## config.mk

```make
export PLATFORM = sky130hd
export DESIGN_NAME = decode_pipe_buf_flat
export DESIGN_NICKNAME = d
export VERILOG_FILES = /design/src/rtl/decode_pipe_buf_pkg.sv /design/src/rtl/decode_pipe_buf_if.sv /design/src/rtl/decode_pipe_buf_entry_reg.sv /design/src/rtl/decode_pipe_buf.sv /design/src/flat_wrapper.sv
export SDC_FILE = /design/constraint.sdc
export NUM_CORES = 1
export LEC_CHECK = 0
export CAP_MARGIN = 5
export CORE_AREA = 10 10 164 166
export DETAILED_ROUTE_END_ITERATION = 8
export DIE_AREA = 0 0 174 176
export PLACE_DENSITY_LB_ADDON = 0.08
export SYNTH_ARGS = -nofsm -noshare
export SYNTH_HDL_FRONTEND = slang
export SYNTH_SLANG_ARGS = --single-unit
```

## constraint.sdc

```tcl
create_clock -name clk -period 25.3 [get_ports clk]
set_input_delay 5.06 -clock clk [delete_from_list [all_inputs] [get_ports clk]]
set_output_delay 5.06 -clock clk [all_outputs]
set_load 0.01 [all_outputs]
```

## src/rtl/decode_pipe_buf_pkg.sv

```systemverilog
// Shared constants, default entry layout and field helpers for the decode pipeline buffer.
// Optional writeback bypass is enabled by defining DECODE_PIPE_WB_BYPASS_EN.
package decode_pipe_buf_pkg;

    localparam int          XLEN_DEF      = 32;
    localparam int          NSRC_DEF      = 2;
    localparam logic [31:0] NOP_INSTR_DEF = 32'h0000_0013;
    localparam int          REG_W         = 5;
    localparam int          RD_LSB        = 7;
    localparam int          RS1_LSB       = 15;
    localparam int          RS2_LSB       = 20;
    localparam int          RS3_LSB       = 27;

    // Layout of one buffered entry in the default configuration.
    typedef struct packed {
        logic [XLEN_DEF-1:0]                pc;
        logic [31:0]                        instr;
        logic [NSRC_DEF-1:0][XLEN_DEF-1:0]  src;
        logic [NSRC_DEF-1:0][REG_W-1:0]     rs;
        logic [REG_W-1:0]                   rd;
    } dec_entry_t;

    function automatic int rs_lsb(input int lane);
        return (lane == 0) ? RS1_LSB : (lane == 1) ? RS2_LSB : RS3_LSB;
    endfunction

endpackage

```

## src/rtl/decode_pipe_buf_if.sv

```systemverilog
// Valid/ready bundle between fetch/regfile read (master) and the decode buffer (slave).
interface decode_pipe_buf_if
    import decode_pipe_buf_pkg::*;
#(
    parameter int XLEN = XLEN_DEF,
    parameter int NSRC = NSRC_DEF
);
    logic                    in_valid;
    logic                    in_ready;
    logic [XLEN-1:0]         in_pc;
    logic [31:0]             in_instr;
    logic [NSRC*XLEN-1:0]    in_src;
    logic                    out_valid;
    logic                    out_ready;
    logic [XLEN-1:0]         out_pc;
    logic [31:0]             out_instr;
    logic [NSRC*XLEN-1:0]    out_src;
    logic [NSRC*REG_W-1:0]   out_rs;
    logic [REG_W-1:0]        out_rd;

    modport master (
        output in_valid, in_pc, in_instr, in_src, out_ready,
        input  in_ready, out_valid, out_pc, out_instr, out_src, out_rs, out_rd
    );

    modport slave (
        input  in_valid, in_pc, in_instr, in_src, out_ready,
        output in_ready, out_valid, out_pc, out_instr, out_src, out_rs, out_rd
    );
endinterface

```

## src/rtl/decode_pipe_buf_entry_reg.sv

```systemverilog
// One decode entry register: load, clear, hold; patches operands from writeback when
// DECODE_PIPE_WB_BYPASS_EN is defined.
module dec_entry_reg
    import decode_pipe_buf_pkg::*;
#(
    parameter int          XLEN      = XLEN_DEF,
    parameter int          NSRC      = NSRC_DEF,
    parameter logic [31:0] NOP_INSTR = NOP_INSTR_DEF
) (
    input  logic                   clk,
    input  logic                   rst,
    input  logic                   clr,
    input  logic                   ld,
    input  logic                   drop,
    input  logic [XLEN-1:0]        d_pc,
    input  logic [31:0]            d_instr,
    input  logic [NSRC*XLEN-1:0]   d_src,
    input  logic [NSRC*REG_W-1:0]  d_rs,
    input  logic [REG_W-1:0]       d_rd,
`ifdef DECODE_PIPE_WB_BYPASS_EN
    input  logic                   wb_valid,
    input  logic [REG_W-1:0]       wb_rd,
    input  logic [XLEN-1:0]        wb_data,
`endif
    output logic                   q_valid,
    output logic [XLEN-1:0]        q_pc,
    output logic [31:0]            q_instr,
    output logic [NSRC*XLEN-1:0]   q_src,
    output logic [NSRC*REG_W-1:0]  q_rs,
    output logic [REG_W-1:0]       q_rd
);
    typedef struct packed {
        logic [XLEN-1:0]               pc;
        logic [31:0]                   instr;
        logic [NSRC-1:0][XLEN-1:0]     src;
        logic [NSRC-1:0][REG_W-1:0]    rs;
        logic [REG_W-1:0]              rd;
    } entry_t;

    entry_t                     q_reg;
    logic                       valid_reg;
    logic [NSRC-1:0][XLEN-1:0]  d_src_p;
    logic [NSRC-1:0][XLEN-1:0]  hold_src_p;

    generate
        for (genvar gi = 0; gi < NSRC; gi++) begin : g_lane
`ifdef DECODE_PIPE_WB_BYPASS_EN
            // Incoming lanes match on their own rs, held lanes on the stored rs.
            assign d_src_p[gi] = (wb_valid && wb_rd != '0 && d_rs[gi*REG_W +: REG_W] == wb_rd)
                               ? wb_data : d_src[gi*XLEN +: XLEN];
            assign hold_src_p[gi] = (wb_valid && wb_rd != '0 && q_reg.rs[gi] == wb_rd)
                                  ? wb_data : q_reg.src[gi];
`else
            assign d_src_p[gi]    = d_src[gi*XLEN +: XLEN];
            assign hold_src_p[gi] = q_reg.src[gi];
`endif
        end
    endgenerate

    always_ff @(posedge clk or posedge rst) begin
        if (rst) begin
            valid_reg     <= 1'b0;
            q_reg         <= '0;
            q_reg.instr   <= NOP_INSTR;
        end else if (clr) begin
            valid_reg     <= 1'b0;
            q_reg.instr   <= NOP_INSTR;
        end else if (ld) begin
            valid_reg     <= 1'b1;
            q_reg.pc      <= d_pc;
            q_reg.instr   <= d_instr;
            q_reg.src     <= d_src_p;
            q_reg.rs      <= d_rs;
            q_reg.rd      <= d_rd;
        end else begin
            if (drop) begin
                valid_reg <= 1'b0;
            end
            q_reg.src     <= hold_src_p;
        end
    end

    assign q_valid = valid_reg;
    assign q_pc    = q_reg.pc;
    assign q_instr = q_reg.instr;
    assign q_src   = q_reg.src;
    assign q_rs    = q_reg.rs;
    assign q_rd    = q_reg.rd;
endmodule

```

## src/rtl/decode_pipe_buf.sv

```systemverilog
// Two-entry (main + skid) decode buffer with registered in_ready and synchronous flush.
// Define DECODE_PIPE_WB_BYPASS_EN to add the writeback operand bypass ports.
module decode_pipe_buf
    import decode_pipe_buf_pkg::*;
#(
    parameter int          XLEN      = XLEN_DEF,
    parameter int          NSRC      = NSRC_DEF,
    parameter logic [31:0] NOP_INSTR = NOP_INSTR_DEF
) (
    input  logic               clk,
    input  logic               rst,
    input  logic               flush,
`ifdef DECODE_PIPE_WB_BYPASS_EN
    input  logic               wb_valid,
    input  logic [REG_W-1:0]   wb_rd,
    input  logic [XLEN-1:0]    wb_data,
`endif
    decode_pipe_buf_if.slave   bus
);
    logic                   main_valid, skid_valid;
    logic [XLEN-1:0]        main_pc, skid_pc, main_d_pc;
    logic [31:0]            main_instr, skid_instr, main_d_instr;
    logic [NSRC*XLEN-1:0]   main_src, skid_src, main_d_src;
    logic [NSRC*REG_W-1:0]  main_rs, skid_rs, main_d_rs, in_rs;
    logic [REG_W-1:0]       main_rd, skid_rd, main_d_rd, in_rd;
    logic                   in_ready, in_fire, out_fire, main_take;
    logic                   main_ld, main_drop, skid_ld, skid_drop;

    generate
        for (genvar gi = 0; gi < NSRC; gi++) begin : g_rs
            assign in_rs[gi*REG_W +: REG_W] = bus.in_instr[rs_lsb(gi) +: REG_W];
        end
    endgenerate
    assign in_rd = bus.in_instr[RD_LSB +: REG_W];

    // in_ready is the inverted skid flag, so it is a register output with no path from out_ready.
    assign in_ready  = ~skid_valid;
    assign in_fire   = bus.in_valid & in_ready & ~flush;
    assign out_fire  = main_valid & bus.out_ready;
    assign main_take = ~main_valid | out_fire;

    // The skid entry is always older than the input, so it refills main first.
    assign main_ld   = ~flush & main_take & (skid_valid | in_fire);
    assign main_drop = out_fire;
    assign skid_ld   = in_fire & (skid_valid | ~main_take);
    assign skid_drop = skid_valid & main_take;

    assign main_d_pc    = skid_valid ? skid_pc    : bus.in_pc;
    assign main_d_instr = skid_valid ? skid_instr : bus.in_instr;
    assign main_d_src   = skid_valid ? skid_src   : bus.in_src;
    assign main_d_rs    = skid_valid ? skid_rs    : in_rs;
    assign main_d_rd    = skid_valid ? skid_rd    : in_rd;

    dec_entry_reg #(.XLEN(XLEN), .NSRC(NSRC), .NOP_INSTR(NOP_INSTR)) u_main (
        .clk(clk), .rst(rst), .clr(flush), .ld(main_ld), .drop(main_drop),
        .d_pc(main_d_pc), .d_instr(main_d_instr), .d_src(main_d_src),
        .d_rs(main_d_rs), .d_rd(main_d_rd),
`ifdef DECODE_PIPE_WB_BYPASS_EN
        .wb_valid(wb_valid), .wb_rd(wb_rd), .wb_data(wb_data),
`endif
        .q_valid(main_valid), .q_pc(main_pc), .q_instr(main_instr),
        .q_src(main_src), .q_rs(main_rs), .q_rd(main_rd)
    );

    dec_entry_reg #(.XLEN(XLEN), .NSRC(NSRC), .NOP_INSTR(NOP_INSTR)) u_skid (
        .clk(clk), .rst(rst), .clr(flush), .ld(skid_ld), .drop(skid_drop),
        .d_pc(bus.in_pc), .d_instr(bus.in_instr), .d_src(bus.in_src),
        .d_rs(in_rs), .d_rd(in_rd),
`ifdef DECODE_PIPE_WB_BYPASS_EN
        .wb_valid(wb_valid), .wb_rd(wb_rd), .wb_data(wb_data),
`endif
        .q_valid(skid_valid), .q_pc(skid_pc), .q_instr(skid_instr),
        .q_src(skid_src), .q_rs(skid_rs), .q_rd(skid_rd)
    );

    assign bus.in_ready  = in_ready;
    assign bus.out_valid = main_valid;
    assign bus.out_pc    = main_pc;
    assign bus.out_instr = main_valid ? main_instr : NOP_INSTR;
    assign bus.out_src   = main_src;
    assign bus.out_rs    = main_rs;
    assign bus.out_rd    = main_rd;
endmodule

```

## src/flat_wrapper.sv

```systemverilog
// flat-port wrapper written by rule: the top's interface ports become plain ports
module decode_pipe_buf_flat import decode_pipe_buf_pkg::*;
#(
    parameter int          XLEN      = XLEN_DEF,
    parameter int          NSRC      = NSRC_DEF,
    parameter logic [31:0] NOP_INSTR = NOP_INSTR_DEF
)
  (clk, rst, flush, bus_in_valid, bus_in_pc, bus_in_instr, bus_in_src, bus_out_ready, bus_in_ready, bus_out_valid, bus_out_pc, bus_out_instr, bus_out_src, bus_out_rs, bus_out_rd);
  decode_pipe_buf_if #(.XLEN(XLEN), .NSRC(NSRC)) bus_i ();
  input  logic clk;
  input  logic rst;
  input  logic flush;
  input wire logic [$bits(bus_i.in_valid)-1:0] bus_in_valid;
  input wire logic [$bits(bus_i.in_pc)-1:0] bus_in_pc;
  input wire logic [$bits(bus_i.in_instr)-1:0] bus_in_instr;
  input wire logic [$bits(bus_i.in_src)-1:0] bus_in_src;
  input wire logic [$bits(bus_i.out_ready)-1:0] bus_out_ready;
  output wire logic [$bits(bus_i.in_ready)-1:0] bus_in_ready;
  output wire logic [$bits(bus_i.out_valid)-1:0] bus_out_valid;
  output wire logic [$bits(bus_i.out_pc)-1:0] bus_out_pc;
  output wire logic [$bits(bus_i.out_instr)-1:0] bus_out_instr;
  output wire logic [$bits(bus_i.out_src)-1:0] bus_out_src;
  output wire logic [$bits(bus_i.out_rs)-1:0] bus_out_rs;
  output wire logic [$bits(bus_i.out_rd)-1:0] bus_out_rd;
  assign bus_i.in_valid = bus_in_valid;
  assign bus_i.in_pc = bus_in_pc;
  assign bus_i.in_instr = bus_in_instr;
  assign bus_i.in_src = bus_in_src;
  assign bus_i.out_ready = bus_out_ready;
  assign bus_in_ready = bus_i.in_ready;
  assign bus_out_valid = bus_i.out_valid;
  assign bus_out_pc = bus_i.out_pc;
  assign bus_out_instr = bus_i.out_instr;
  assign bus_out_src = bus_i.out_src;
  assign bus_out_rs = bus_i.out_rs;
  assign bus_out_rd = bus_i.out_rd;
  decode_pipe_buf #(.XLEN(XLEN), .NSRC(NSRC), .NOP_INSTR(NOP_INSTR)) u_core (.clk(clk), .rst(rst), .flush(flush), .bus(bus_i));
endmodule
```

==> reports/qor.csv <==
metric,value,unit
worst_slew_pin_slew,1.05,ns
dieArea,30600,um^2
cts.clk_slew.worst_paths,0.06,ns
dpl.hpwl,19900,um
ctsHoldBuffers,0,
cts_setup_buffers,0,
power.density,77.6,nW/um^2
synth_area,12900,um^2
avgRoutedWirePerCell,20.0,um
relSlewSlack,30.2,%
hold_viol,0,
clk_latency,0.54,ns
cts_sinks,288,
rsz0062_at_grt,no,
end_kind,register,
avgViaCountPerCell,5.27,
hp-class,register to register,
cp.required,25.73,ns
n_fill_cell,1736,
synth-seq-cells,288,
synth_cell_types,22,
crit_start,flush,
syn_avg_cell_area,14.8,um^2
p_leak,0.00703,uW
synth_nets,1003,
setup_viol,0,
std_cell_rows,57,
route.vias.total,7820,
yosysWarnings,0,
clock_skew,0.00785,ns
nets,1266,
syn2layout_area_growth,31.3,%
reg2reg_depth,4,
critPathKind,input port to register,
maxCapViolations,0,
final_cell_mix,"mux2_2 (344), dfrtp_1 (281), clkdlybuf4s50_1 (277), mux2i_1 (67), nand2b_1 (33)",
core_area,23800,um^2
cts_buffers,31,
dieWidth,174,um
worstPathArrival,8.02,ns
cts_buffer_depth,3,
io_buffers,277,
r2r-end,u_core.u_main.q_src[4],
post-route-period-util,30.0,%
ir_drop,0.0000722,V
rr_startpoint,u_core.u_main.q_valid,
start_kind,input port,
r2r_setup_slack,21.91,ns
drc,0,
finalSetupTns,0,ns
antenna_found_initial,3,
initial_core_util,54.0,%
grtUsageTotal,19.0,%
drtIter0Drc,471,
die_h,176,um
drv_slew,0,
final_common_cell,mux2_2,
htree_levels,1,
finalPower,1310,uW
num_io_pins,278,
seq_area,7220,um^2
dr.pass1.iters,4,
drive_gt1_share,36.0,%
drt_wl_total,29800,um
cp_max_fo,66,
seq_area_frac_synth,56.1,%
cts.repair.resized,0,
max_freq,132,MHz
place.gp.congestion,0.747,
grt-ovfl-total,0,
grt_pass1_wl,47700,um
multi_input_area,5280,um^2
grt_max_degree,134,
finalCriticalPeriod,7.59,ns
first_global_vias,8526,
status,"finished, final reports clean",
drtAntennaViolNets,0,
setup.worst_path.end,u_core.u_main.q_src[4],
synth_cells,870,
cts_tree,done,
clockRootBuffer,clkbuf_16,
==> cell type report <==
| cell class | instances | area share (%) |
|---|---|---|
| sequential | 288 | 42.8 |
| multi-input combinational | 520 | 31.3 |
| timing repair buffer | 287 | 16.9 |
| clock buffer | 47 | 5.49 |
| tap | 324 | 2.40 |
| clock inverter | 11 | 0.971 |
| inverter | 5 | 0.156 |
| antenna | 3 | 0.0445 |
==> cells by family (layout without fill, tap and decap cells) <==
kind of cell / after synthesis / after routing / synth area share (%)
mux: 414 / 414 / 35.6
simple gates: 89 / 89 / 4.26
buf+inv: 62 / 350 / 2.90
compound gates: 17 / 17 / 1.11
flops: 288 / 288 / 56.1
other cells: 0 / 3 / 0
==> sequential cells by signal, indices dropped and copies added, names as in the netlist <==
| signal | count |
|---|---|
| u_core.u_main.q_src | 64 |
| u_core.u_skid.q_src | 64 |
| u_core.u_main.q_instr | 32 |
| u_core.u_main.q_pc | 32 |
| u_core.u_skid.q_instr | 32 |
| u_core.u_skid.q_pc | 32 |
| u_core.u_main.q_rs | 10 |
| u_core.u_skid.q_rs | 10 |
| u_core.u_main.q_rd | 5 |
| u_core.u_skid.q_rd | 5 |
| u_core.u_main.q_valid | 1 |
| u_core.u_skid.q_valid | 1 |
==> where the power goes <==
| group | internal, uW | switching (uW) |
|---|---|---|
| registers | 546 | 45.2 |
| logic | 156 | 89.0 |
| clock network | 292 | 182 |
| total | 994 | 316 |
==> how the worst min path moves through the flow <==
stage                                endpoint  slack, ns  cells after the start                       from
floorplan           u_core.u_skid.q_instr[20]       0.47                      1  u_core.u_skid.q_instr[20]
global placement       u_core.u_main.q_pc[31]       0.48                      1     u_core.u_main.q_pc[31]
detailed placement  u_core.u_skid.q_instr[19]       0.48                      1  u_core.u_skid.q_instr[19]
CTS                    u_core.u_main.q_pc[31]       0.50                      1     u_core.u_main.q_pc[31]
global route        u_core.u_skid.q_instr[18]       0.51                      1  u_core.u_skid.q_instr[18]
finish                 u_core.u_main.q_pc[31]       0.49                      1     u_core.u_main.q_pc[31]
==> synthesized netlist by cell type <==
| library cell | n | area (um^2) |
|---|---|---|
| nor3_1 | 1 | 5.00 |
| mux2_2 | 344 | 3870 |
| nor2_1 | 8 | 30.0 |
| and3_1 | 1 | 6.26 |
| and2_1 | 29 | 181 |
| mux2_1 | 3 | 33.8 |
| dfrtp_1 | 282 | 7060 |
| buf_4 | 8 | 60.1 |
| clkbuf_1 | 16 | 60.1 |
| a21oi_1 | 1 | 5.00 |
| a31oi_1 | 1 | 6.26 |
| inv_1 | 5 | 18.8 |
| nand2b_1 | 33 | 206 |
| and2b_4 | 1 | 10.0 |
| a22o_1 | 15 | 131 |
| nor2b_1 | 14 | 87.6 |
| buf_6 | 11 | 124 |
| dfstp_2 | 6 | 158 |
| buf_2 | 22 | 110 |
| nor3_4 | 1 | 16.3 |
| nand3_1 | 1 | 5.00 |
| mux2i_1 | 67 | 671 |
==> per-stage QoR <==
stage / instances / area (um^2) / hold slack [ns] / util (%) / worst slack, ns
after floorplan: 870 / 12900 / 0.466 / - / 12.30
after global placement: 1424 / 15800 / 0.480 / 66.2 / 17.13
after detailed placement: 1424 / 15800 / 0.482 / 66.2 / 17.18
after CTS: 1482 / 16900 / 0.498 / 70.8 / 17.74
after global routing: 1483 / 16900 / 0.515 / 70.8 / 17.58
final: 1485 / 16900 / 0.495 / 70.8 / 17.71
==> critical path: stages <==
cell	delay, ns
clkdlybuf4s50_1	0.41
buf_4	0.29
nor3_4	0.85
buf_4	0.88
mux2_2	0.43
==> per-layer routing <==
metal | up-vias | GRT usage (%) | part of all wire, %
met5 | - | 0 | 0
met4 | 0 | 4.67 | 2.1
met3 | 43 | 5.92 | 7.3
met2 | 221 | 31.0 | 47
met1 | 3950 | 24.3 | 44
li1 | 3606 | - | -
Note: power is estimated with default switching activity, not from simulation.
